`config.mk`:
```
export PLATFORM = sky130hd
export DESIGN_NAME = camera_frame_writer_flat
export DESIGN_NICKNAME = d
export VERILOG_FILES = /design/src/rtl/camera_frame_writer_if.sv /design/src/rtl/camera_frame_writer.sv /design/src/flat_wrapper.sv
export SDC_FILE = /design/constraint.sdc
export NUM_CORES = 1
export LEC_CHECK = 0
export ABC_AREA = 0
export CAP_MARGIN = 20
export CORE_UTILIZATION = 55
export DETAILED_ROUTE_END_ITERATION = 16
export PLACE_DENSITY = 0.9
export SYNTH_ARGS = -nofsm -noshare
export SYNTH_HDL_FRONTEND = slang
export SYNTH_SLANG_ARGS = --single-unit
```
`constraint.sdc`:
```
create_clock -name clk_in -period 7.5 [get_ports clk_in]
set_clock_uncertainty 0.2 [all_clocks]
set_input_delay 1.5 -clock clk_in [delete_from_list [all_inputs] [get_ports clk_in]]
set_output_delay 1.5 -clock clk_in [all_outputs]
set_load 0.05 [all_outputs]
```
`src/rtl/camera_frame_writer_if.sv`:
```
// Pixel-stream input and BRAM write-port bundle for camera_frame_writer.
// slave = the writer itself, master = the pixel source / memory side.
interface camera_frame_writer_if #(
  parameter int ADDR_W = 17
);
  logic              pixel_valid_in;
  logic [10:0]       pixel_hcount_in;
  logic [9:0]        pixel_vcount_in;
  logic [15:0]       pixel_data_in;
  logic              avg_mode_in;
  logic              frame_release_in;
  logic              mem_we_out;
  logic [ADDR_W-1:0] mem_addr_out;
  logic [15:0]       mem_data_out;
  logic              read_bank_out;
  logic              frame_done_out;
  logic [15:0]       frames_dropped_out;
  logic              busy_out;

  modport slave (
    input  pixel_valid_in,
    input  pixel_hcount_in,
    input  pixel_vcount_in,
    input  pixel_data_in,
    input  avg_mode_in,
    input  frame_release_in,
    output mem_we_out,
    output mem_addr_out,
    output mem_data_out,
    output read_bank_out,
    output frame_done_out,
    output frames_dropped_out,
    output busy_out
  );

  modport master (
    output pixel_valid_in,
    output pixel_hcount_in,
    output pixel_vcount_in,
    output pixel_data_in,
    output avg_mode_in,
    output frame_release_in,
    input  mem_we_out,
    input  mem_addr_out,
    input  mem_data_out,
    input  read_bank_out,
    input  frame_done_out,
    input  frames_dropped_out,
    input  busy_out
  );
endinterface

```
`src/rtl/camera_frame_writer.sv`:
```
// Downsampling RGB565 frame-buffer writer with ping-pong banks and
// a frame-complete / release handshake towards the display reader.
module camera_frame_writer #(
  parameter int SRC_WIDTH     = 1280,
  parameter int SRC_HEIGHT    = 720,
  parameter int DS_SHIFT      = 2,
  parameter int DOUBLE_BUFFER = 1
) (
  input  logic clk_in,
  input  logic rst_in,
  camera_frame_writer_if.slave bus
);
  localparam int DST_W    = SRC_WIDTH >> DS_SHIFT;
  localparam int DST_H    = SRC_HEIGHT >> DS_SHIFT;
  localparam int FB_DEPTH = DST_W * DST_H;
  localparam int ADDR_W   = $clog2(FB_DEPTH * (1 + DOUBLE_BUFFER));
  localparam int RW       = 5 + DS_SHIFT;
  localparam int GW       = 6 + DS_SHIFT;

  localparam logic [1:0] S_IDLE    = 2'd0;
  localparam logic [1:0] S_CAPTURE = 2'd1;
  localparam logic [1:0] S_DROP    = 2'd2;

  localparam logic        DB       = (DOUBLE_BUFFER != 0);
  localparam logic [10:0] H_LAST   = 11'(SRC_WIDTH - 1);
  localparam logic [9:0]  V_LAST   = 10'(SRC_HEIGHT - 1);
  localparam logic [10:0] H_MASK   = 11'((1 << DS_SHIFT) - 1);
  localparam logic [9:0]  V_MASK   = 10'((1 << DS_SHIFT) - 1);
  localparam logic [ADDR_W-1:0] BANK_OFS = ADDR_W'(FB_DEPTH);
  localparam logic [ADDR_W-1:0] ROW_LEN  = ADDR_W'(DST_W);

  logic [1:0]        state;
  logic              wbank;
  logic              pending;
  logic              avg_q;
  logic [RW-1:0]     acc_r;
  logic [GW-1:0]     acc_g;
  logic [RW-1:0]     acc_b;
  logic              we_q;
  logic [ADDR_W-1:0] addr_q;
  logic [15:0]       data_q;
  logic              rbank_q;
  logic              done_q;
  logic [15:0]       dropped_q;

  logic [10:0] h;
  logic [9:0]  v;
  logic [15:0] d;
  assign h = bus.pixel_hcount_in;
  assign v = bus.pixel_vcount_in;
  assign d = bus.pixel_data_in;

  logic accepted;
  logic is_first;
  logic is_last;
  logic drop_now;
  logic cap_now;
  logic mode;
  logic grp_first;
  logic grp_last;
  logic line_ok;
  logic wr_now;

  assign accepted = bus.pixel_valid_in && (h <= H_LAST) && (v <= V_LAST);
  assign is_first = accepted && (h == '0) && (v == '0);
  assign is_last  = accepted && (h == H_LAST) && (v == V_LAST)
                    && (state == S_CAPTURE);

  // A release in the same cycle as a frame start frees the bank first.
  assign drop_now = is_first && DB && pending && !bus.frame_release_in;
  assign cap_now  = is_first ? !drop_now
                             : (accepted && state == S_CAPTURE);
  assign mode     = is_first ? bus.avg_mode_in : avg_q;

  assign grp_first = (h & H_MASK) == '0;
  assign grp_last  = (h & H_MASK) == H_MASK;
  assign line_ok   = (v & V_MASK) == '0;
  assign wr_now    = cap_now && line_ok && (mode ? grp_last : grp_first);

  logic [RW-1:0] sum_r;
  logic [GW-1:0] sum_g;
  logic [RW-1:0] sum_b;
  assign sum_r = (grp_first ? '0 : acc_r) + RW'(d[15:11]);
  assign sum_g = (grp_first ? '0 : acc_g) + GW'(d[10:5]);
  assign sum_b = (grp_first ? '0 : acc_b) + RW'(d[4:0]);

  logic [15:0] wr_data;
  assign wr_data = mode ? {5'(sum_r >> DS_SHIFT),
                           6'(sum_g >> DS_SHIFT),
                           5'(sum_b >> DS_SHIFT)}
                        : d;

  logic [ADDR_W-1:0] wr_addr;
  assign wr_addr = (wbank ? BANK_OFS : '0)
                 + ADDR_W'(v >> DS_SHIFT) * ROW_LEN
                 + ADDR_W'(h >> DS_SHIFT);

  always_ff @(posedge clk_in) begin
    if (rst_in) begin
      state     <= S_IDLE;
      wbank     <= DB;
      pending   <= 1'b0;
      avg_q     <= 1'b0;
      acc_r     <= '0;
      acc_g     <= '0;
      acc_b     <= '0;
      we_q      <= 1'b0;
      addr_q    <= '0;
      data_q    <= '0;
      rbank_q   <= 1'b0;
      done_q    <= 1'b0;
      dropped_q <= '0;
    end else begin
      we_q   <= wr_now;
      done_q <= is_last;
      if (wr_now) begin
        addr_q <= wr_addr;
        data_q <= wr_data;
      end
      if (cap_now && line_ok) begin
        acc_r <= sum_r;
        acc_g <= sum_g;
        acc_b <= sum_b;
      end
      if (is_first) begin
        avg_q <= bus.avg_mode_in;
        state <= drop_now ? S_DROP : S_CAPTURE;
        if (drop_now && dropped_q != 16'hFFFF)
          dropped_q <= dropped_q + 16'd1;
      end else if (is_last) begin
        state <= S_IDLE;
      end
      if (is_last && DB) begin
        rbank_q <= wbank;
        wbank   <= ~wbank;
        pending <= 1'b1;
      end else if (bus.frame_release_in) begin
        pending <= 1'b0;
      end
    end
  end

  assign bus.mem_we_out         = we_q;
  assign bus.mem_addr_out       = addr_q;
  assign bus.mem_data_out       = data_q;
  assign bus.read_bank_out      = rbank_q;
  assign bus.frame_done_out     = done_q;
  assign bus.frames_dropped_out = dropped_q;
  assign bus.busy_out           = (state == S_CAPTURE);
endmodule

```
`src/flat_wrapper.sv`:
```
// flat-port wrapper written by rule: the top's interface ports become plain ports
module camera_frame_writer_flat 
#(
  parameter int SRC_WIDTH     = 1280,
  parameter int SRC_HEIGHT    = 720,
  parameter int DS_SHIFT      = 2,
  parameter int DOUBLE_BUFFER = 1
)
  (clk_in, rst_in, bus_pixel_valid_in, bus_pixel_hcount_in, bus_pixel_vcount_in, bus_pixel_data_in, bus_avg_mode_in, bus_frame_release_in, bus_mem_we_out, bus_mem_addr_out, bus_mem_data_out, bus_read_bank_out, bus_frame_done_out, bus_frames_dropped_out, bus_busy_out);
  camera_frame_writer_if #(.ADDR_W(17)) bus_i ();
  input  logic clk_in;
  input  logic rst_in;
  input wire logic [$bits(bus_i.pixel_valid_in)-1:0] bus_pixel_valid_in;
  input wire logic [$bits(bus_i.pixel_hcount_in)-1:0] bus_pixel_hcount_in;
  input wire logic [$bits(bus_i.pixel_vcount_in)-1:0] bus_pixel_vcount_in;
  input wire logic [$bits(bus_i.pixel_data_in)-1:0] bus_pixel_data_in;
  input wire logic [$bits(bus_i.avg_mode_in)-1:0] bus_avg_mode_in;
  input wire logic [$bits(bus_i.frame_release_in)-1:0] bus_frame_release_in;
  output wire logic [$bits(bus_i.mem_we_out)-1:0] bus_mem_we_out;
  output wire logic [$bits(bus_i.mem_addr_out)-1:0] bus_mem_addr_out;
  output wire logic [$bits(bus_i.mem_data_out)-1:0] bus_mem_data_out;
  output wire logic [$bits(bus_i.read_bank_out)-1:0] bus_read_bank_out;
  output wire logic [$bits(bus_i.frame_done_out)-1:0] bus_frame_done_out;
  output wire logic [$bits(bus_i.frames_dropped_out)-1:0] bus_frames_dropped_out;
  output wire logic [$bits(bus_i.busy_out)-1:0] bus_busy_out;
  assign bus_i.pixel_valid_in = bus_pixel_valid_in;
  assign bus_i.pixel_hcount_in = bus_pixel_hcount_in;
  assign bus_i.pixel_vcount_in = bus_pixel_vcount_in;
  assign bus_i.pixel_data_in = bus_pixel_data_in;
  assign bus_i.avg_mode_in = bus_avg_mode_in;
  assign bus_i.frame_release_in = bus_frame_release_in;
  assign bus_mem_we_out = bus_i.mem_we_out;
  assign bus_mem_addr_out = bus_i.mem_addr_out;
  assign bus_mem_data_out = bus_i.mem_data_out;
  assign bus_read_bank_out = bus_i.read_bank_out;
  assign bus_frame_done_out = bus_i.frame_done_out;
  assign bus_frames_dropped_out = bus_i.frames_dropped_out;
  assign bus_busy_out = bus_i.busy_out;
  camera_frame_writer #(.SRC_WIDTH(SRC_WIDTH), .SRC_HEIGHT(SRC_HEIGHT), .DS_SHIFT(DS_SHIFT), .DOUBLE_BUFFER(DOUBLE_BUFFER)) u_core (.clk_in(clk_in), .rst_in(rst_in), .bus(bus_i));
endmodule
```
==> qor.txt <==
========================================================================================================
Start point of the worst min-delay path                                                     u_core.acc_r[0]
TritonCTS buffer count                                                                                 9
Top FF cell, synth                                                                               dfxtp_1
Cells along the critical path                                                               clkdlybuf4s50_1 > ha_1 > ha_1 > fa_1 > a21o_1 > a21oi_1 > o21bai_1 > a21oi_1 > xnor2_1 > ha_1 > ha_1 > and2_1 > a41oi_1 > xor2_1 > a211oi_1
Worst hold endpoint                                                                         u_core.acc_r[0]
Distinct cells, synth                                                                                 60
Cell repeated most along the worst path                                                             ha_1
Number of remaining DRC errors                                                                         0
Cell area after synthesis                                                                      5000 um^2
Hold bufs inserted after CTS                                                                           0
Post-CTS setup buffers                                                                                 0
Slack of the worst reg-to-reg path                                                               4.48 ns
Startpoint class of the critical path                                                       primary input
Run status                                                                                     completed
Synth Net Count                                                                                      683
Power density relative to cell area                                                          145 nW/um^2
Global Route Usage Sum                                                                             0.278
Clock latency on the worst-skew pair                                                             0.36 ns
Maximum number of pins on one net before global-route repair                                          79
Core area                                                                                      8760 um^2
Number of setup violations in the final report                                                         0
Number of vias in the routed layout                                                                 4782
Bufs and invs on worst path                                                                            1
Busiest grt layer                                                                                   met2
Upper clock frequency limit                                                                      195 MHz
Fraction of final layout cells sized beyond drive strength 1                                      0.0591
First-pass GRT wire length                                                                       21.6 mm
M3 GR Usage                                                                                       0.0612
Transition at the pin with the smallest max-transition slack                                    0.917 ns
Total of buffers placed on input and output ports                                                     94
Number of routed nets with antenna violations                                                          0
Ratio of final minimum period to clock period                                                      0.685
Fin Setup TNS                                                                                       0 ns
Number of synthesized register bits                                                                   79
Total routed wirelength                                                                          13.1 mm
Design Power                                                                                      888 uW
Y dimension of the die                                                                           97.3 um
Post-synth ARST share                                                                                  0
Largest vdd supply drop                                                                        0.0820 mV
Growth of design area from synthesis to finish                                                     22.7%
Final nets                                                                                           761
Met1 Track Usage GR                                                                                0.339
Fillers                                                                                              705
Via count of the first global-routing pass                                                          4583
Clock sink count                                                                                      79
DP HPWL                                                                                          9.33 mm
Gates resized, CTS repair                                                                              0
Setup crit end kind                                                                                 flop
Full die area                                                                                  9470 um^2
EDFF count, synth                                                                                      0
Synth Warn #                                                                                           0
Post-synthesis average cell area                                                               8.38 um^2
CTS tree                                                                                           built
Slowest cell on the critical path                                                           clkdlybuf4s50_1
Number of max-cap violations                                                                           0
I/O pin cnt                                                                                           95
Wire length per cell after detailed routing                                                      16.6 um
Category of the most critical setup path                                                          in2reg
Required time of the critical path                                                               7.56 ns
Met2 Use GR                                                                                        0.476
Reg-to-reg startpoint                                                                       u_core.wbank
Sequential share of the synthesized area                                                           0.317
Width of the die                                                                                 97.3 um
Post-route cell area                                                                           6130 um^2
Ant diodes                                                                                             0
Top cell type's share of synthesized area                                                          0.317
Cell Area, Placed                                                                              5940 um^2
1st-pass router iterations                                                                             5
Routability-driven placement congestion ratio                                                      0.940
R2r endpoint                                                                                u_core.bus.mem_addr_out[16]
Slew margin rel.                                                                                   0.388
Worst min-delay path category                                                                    reg2reg
Final Hold Viols                                                                                       0
Cell count after synthesis                                                                           596
Largest delay share family, worst path                                                       adder cells
Dominant cell type by area after synthesis                                                       dfxtp_1
Number of core rows                                                                                   34
Cell at the root of the clock tree                                                              clkbuf_8
Clock buffer depth                                                                                     2
Number of antenna violations at the first check in global routing                                      0
Initial DRC count                                                                                    311
Initial standard-cell utilization of the core                                                      0.570
Post-CTS clock slew at the launch and capture registers of the worst setup and hold paths        0.08 ns
Number of H-tree levels                                                                                3
Post-route minimum period                                                                        5.14 ns
Commonest cells post-synth                                                                  dfxtp_1, a21oi_1, nand2_1, ha_1, nor3_1
Number of cell instances on the worst register-to-register path                                       10
Top post-synthesis cells by area                                                            dfxtp_1, ha_1, a21oi_1
Slew Viols, Final                                                                                      0
RSZ-0062 raised after global routing                                                                  no
Overall overflow remaining after global route                                                          0
Maximum cell stage delay along the critical path                                                 0.60 ns
Static power due to leakage                                                                   0.00221 uW
Count leader, synth                                                                              dfxtp_1
Worst Hold Path Cells                                                                                  2
Vias per cell                                                                                       6.09
Arrival @ worst endpoint                                                                         5.20 ns
Peak fanout along the critical path                                                                    5
========================================================================================================
metal layers:
layer | vias up | routed length, um
li1 | 2313 | -
met1 | 2259 | 5640
met2 | 179 | 6410
met3 | 31 | 743
met4 | 0 | 265
met5 | - | 0
state kept, by name, indices dropped and copies added (netlist names):
register / count
u_core.acc_b: 7
u_core.acc_g: 8
u_core.acc_r: 7
u_core.avg_q: 1
u_core.bus.frame_done_out: 1
u_core.bus.frames_dropped_out: 16
u_core.bus.mem_addr_out: 17
u_core.bus.mem_data_out: 16
u_core.bus.mem_we_out: 1
u_core.bus.read_bank_out: 1
u_core.pending: 1
u_core.state: 2
u_core.wbank: 1
tightest hold or removal path: cells and delay by family (launching register included):
kind,cells,cell delay (ns)
AO/OA/AOI/OAI,1,0.05
AND/OR/NAND/NOR,1,0.05
flip-flops,1,0.31
power breakdown:
group	internal [uW]	switching (uW)	leakage, uW	total, uW
clock network	158	155	0.0000940	313
registers	419	0.00000693	0.000636	419
logic	70.9	84.5	0.00148	155
cells by family (layout without fill, tap and decap cells):
kind of cell,after synthesis,count (layout),share of synthesized area
AO/OA/AOI/OAI,146,146,0.202
XOR/XNOR,35,35,0.0614
adder cells (fa/ha/maj),45,45,0.122
buffers and inverters,63,144,0.0546
flip-flops,79,79,0.317
multiplexers,1,1,0.00200
AND/OR/NAND/NOR,227,227,0.242
worst max-delay path by stage:
stage / endpoint / slack, ns / depth (start not counted) / startpoint
2_1_floorplan: u_core.bus.mem_addr_out[16] / 2.89 / 14 / bus_pixel_vcount_in[3]
3_3_place_gp: u_core.bus.mem_addr_out[16] / 2.14 / 15 / bus_pixel_vcount_in[5]
3_5_place_dp: u_core.bus.mem_addr_out[16] / 2.05 / 15 / bus_pixel_vcount_in[5]
4_1_cts: u_core.bus.mem_addr_out[16] / 2.40 / 15 / bus_pixel_vcount_in[5]
5_1_grt: u_core.bus.mem_addr_out[16] / 2.19 / 16 / bus_pixel_vcount_in[5]
6_report: u_core.bus.mem_addr_out[16] / 2.36 / 15 / bus_pixel_vcount_in[5]
stage by stage:
| stage | utilization | setup slack, ns | std cells | hold WS [ns] |
|---|---|---|---|---|
| 2_1_floorplan | - | 2.89 | 596 | 0.232 |
| 3_3_place_gp | 0.678 | 2.14 | 771 | 0.237 |
| 3_5_place_dp | 0.678 | 2.05 | 771 | 0.244 |
| 4_1_cts | 0.699 | 2.40 | 785 | 0.255 |
| 5_1_grt | 0.699 | 2.19 | 785 | 0.267 |
| 6_report | 0.699 | 2.36 | 785 | 0.252 |
layout by cell type, fill, tap and decap left out, drive strengths merged, types with 2 or more instances in the layout:
master	Yosys	final
a211oi	14	14
nor4	8	8
a21oi	56	56
o21bai	3	3
and2	17	17
or4	4	4
a2111oi	12	12
nor2b	6	6
and3	8	8
a311oi	4	4
o21a	3	3
clkbuf	15	10
fa	6	6
a21o	7	7
o2111ai	4	4
xor2	11	11
nand4	13	13
nand2	55	55
dfxtp	79	79
nand3	30	30
nor2	29	29
clkdlybuf4s50	0	93
nand2b	4	4
inv	32	32
ha	39	39
xnor2	24	24
nor3	35	35
or3	7	7
o211ai	2	2
o31ai	3	3
o21ai	27	27
clkinv	0	2
or2	2	2
buf	16	5
nand4b	5	5
layout make-up:
| type | instances | area (um^2) | share of cell area |
|---|---|---|---|
| flip-flops and latches | 79 | 1580 | 0.258 |
| clock buffers | 10 | 138 | 0.0225 |
| clock inverters | 4 | 47.5 | 0.00776 |
| repair buffers | 98 | 966 | 0.158 |
| well taps | 108 | 135 | 0.0220 |
| inverters | 32 | 120 | 0.0196 |
| multi-input cells | 454 | 3140 | 0.513 |
No activity file was read; power rests on OpenSTA's default activity.
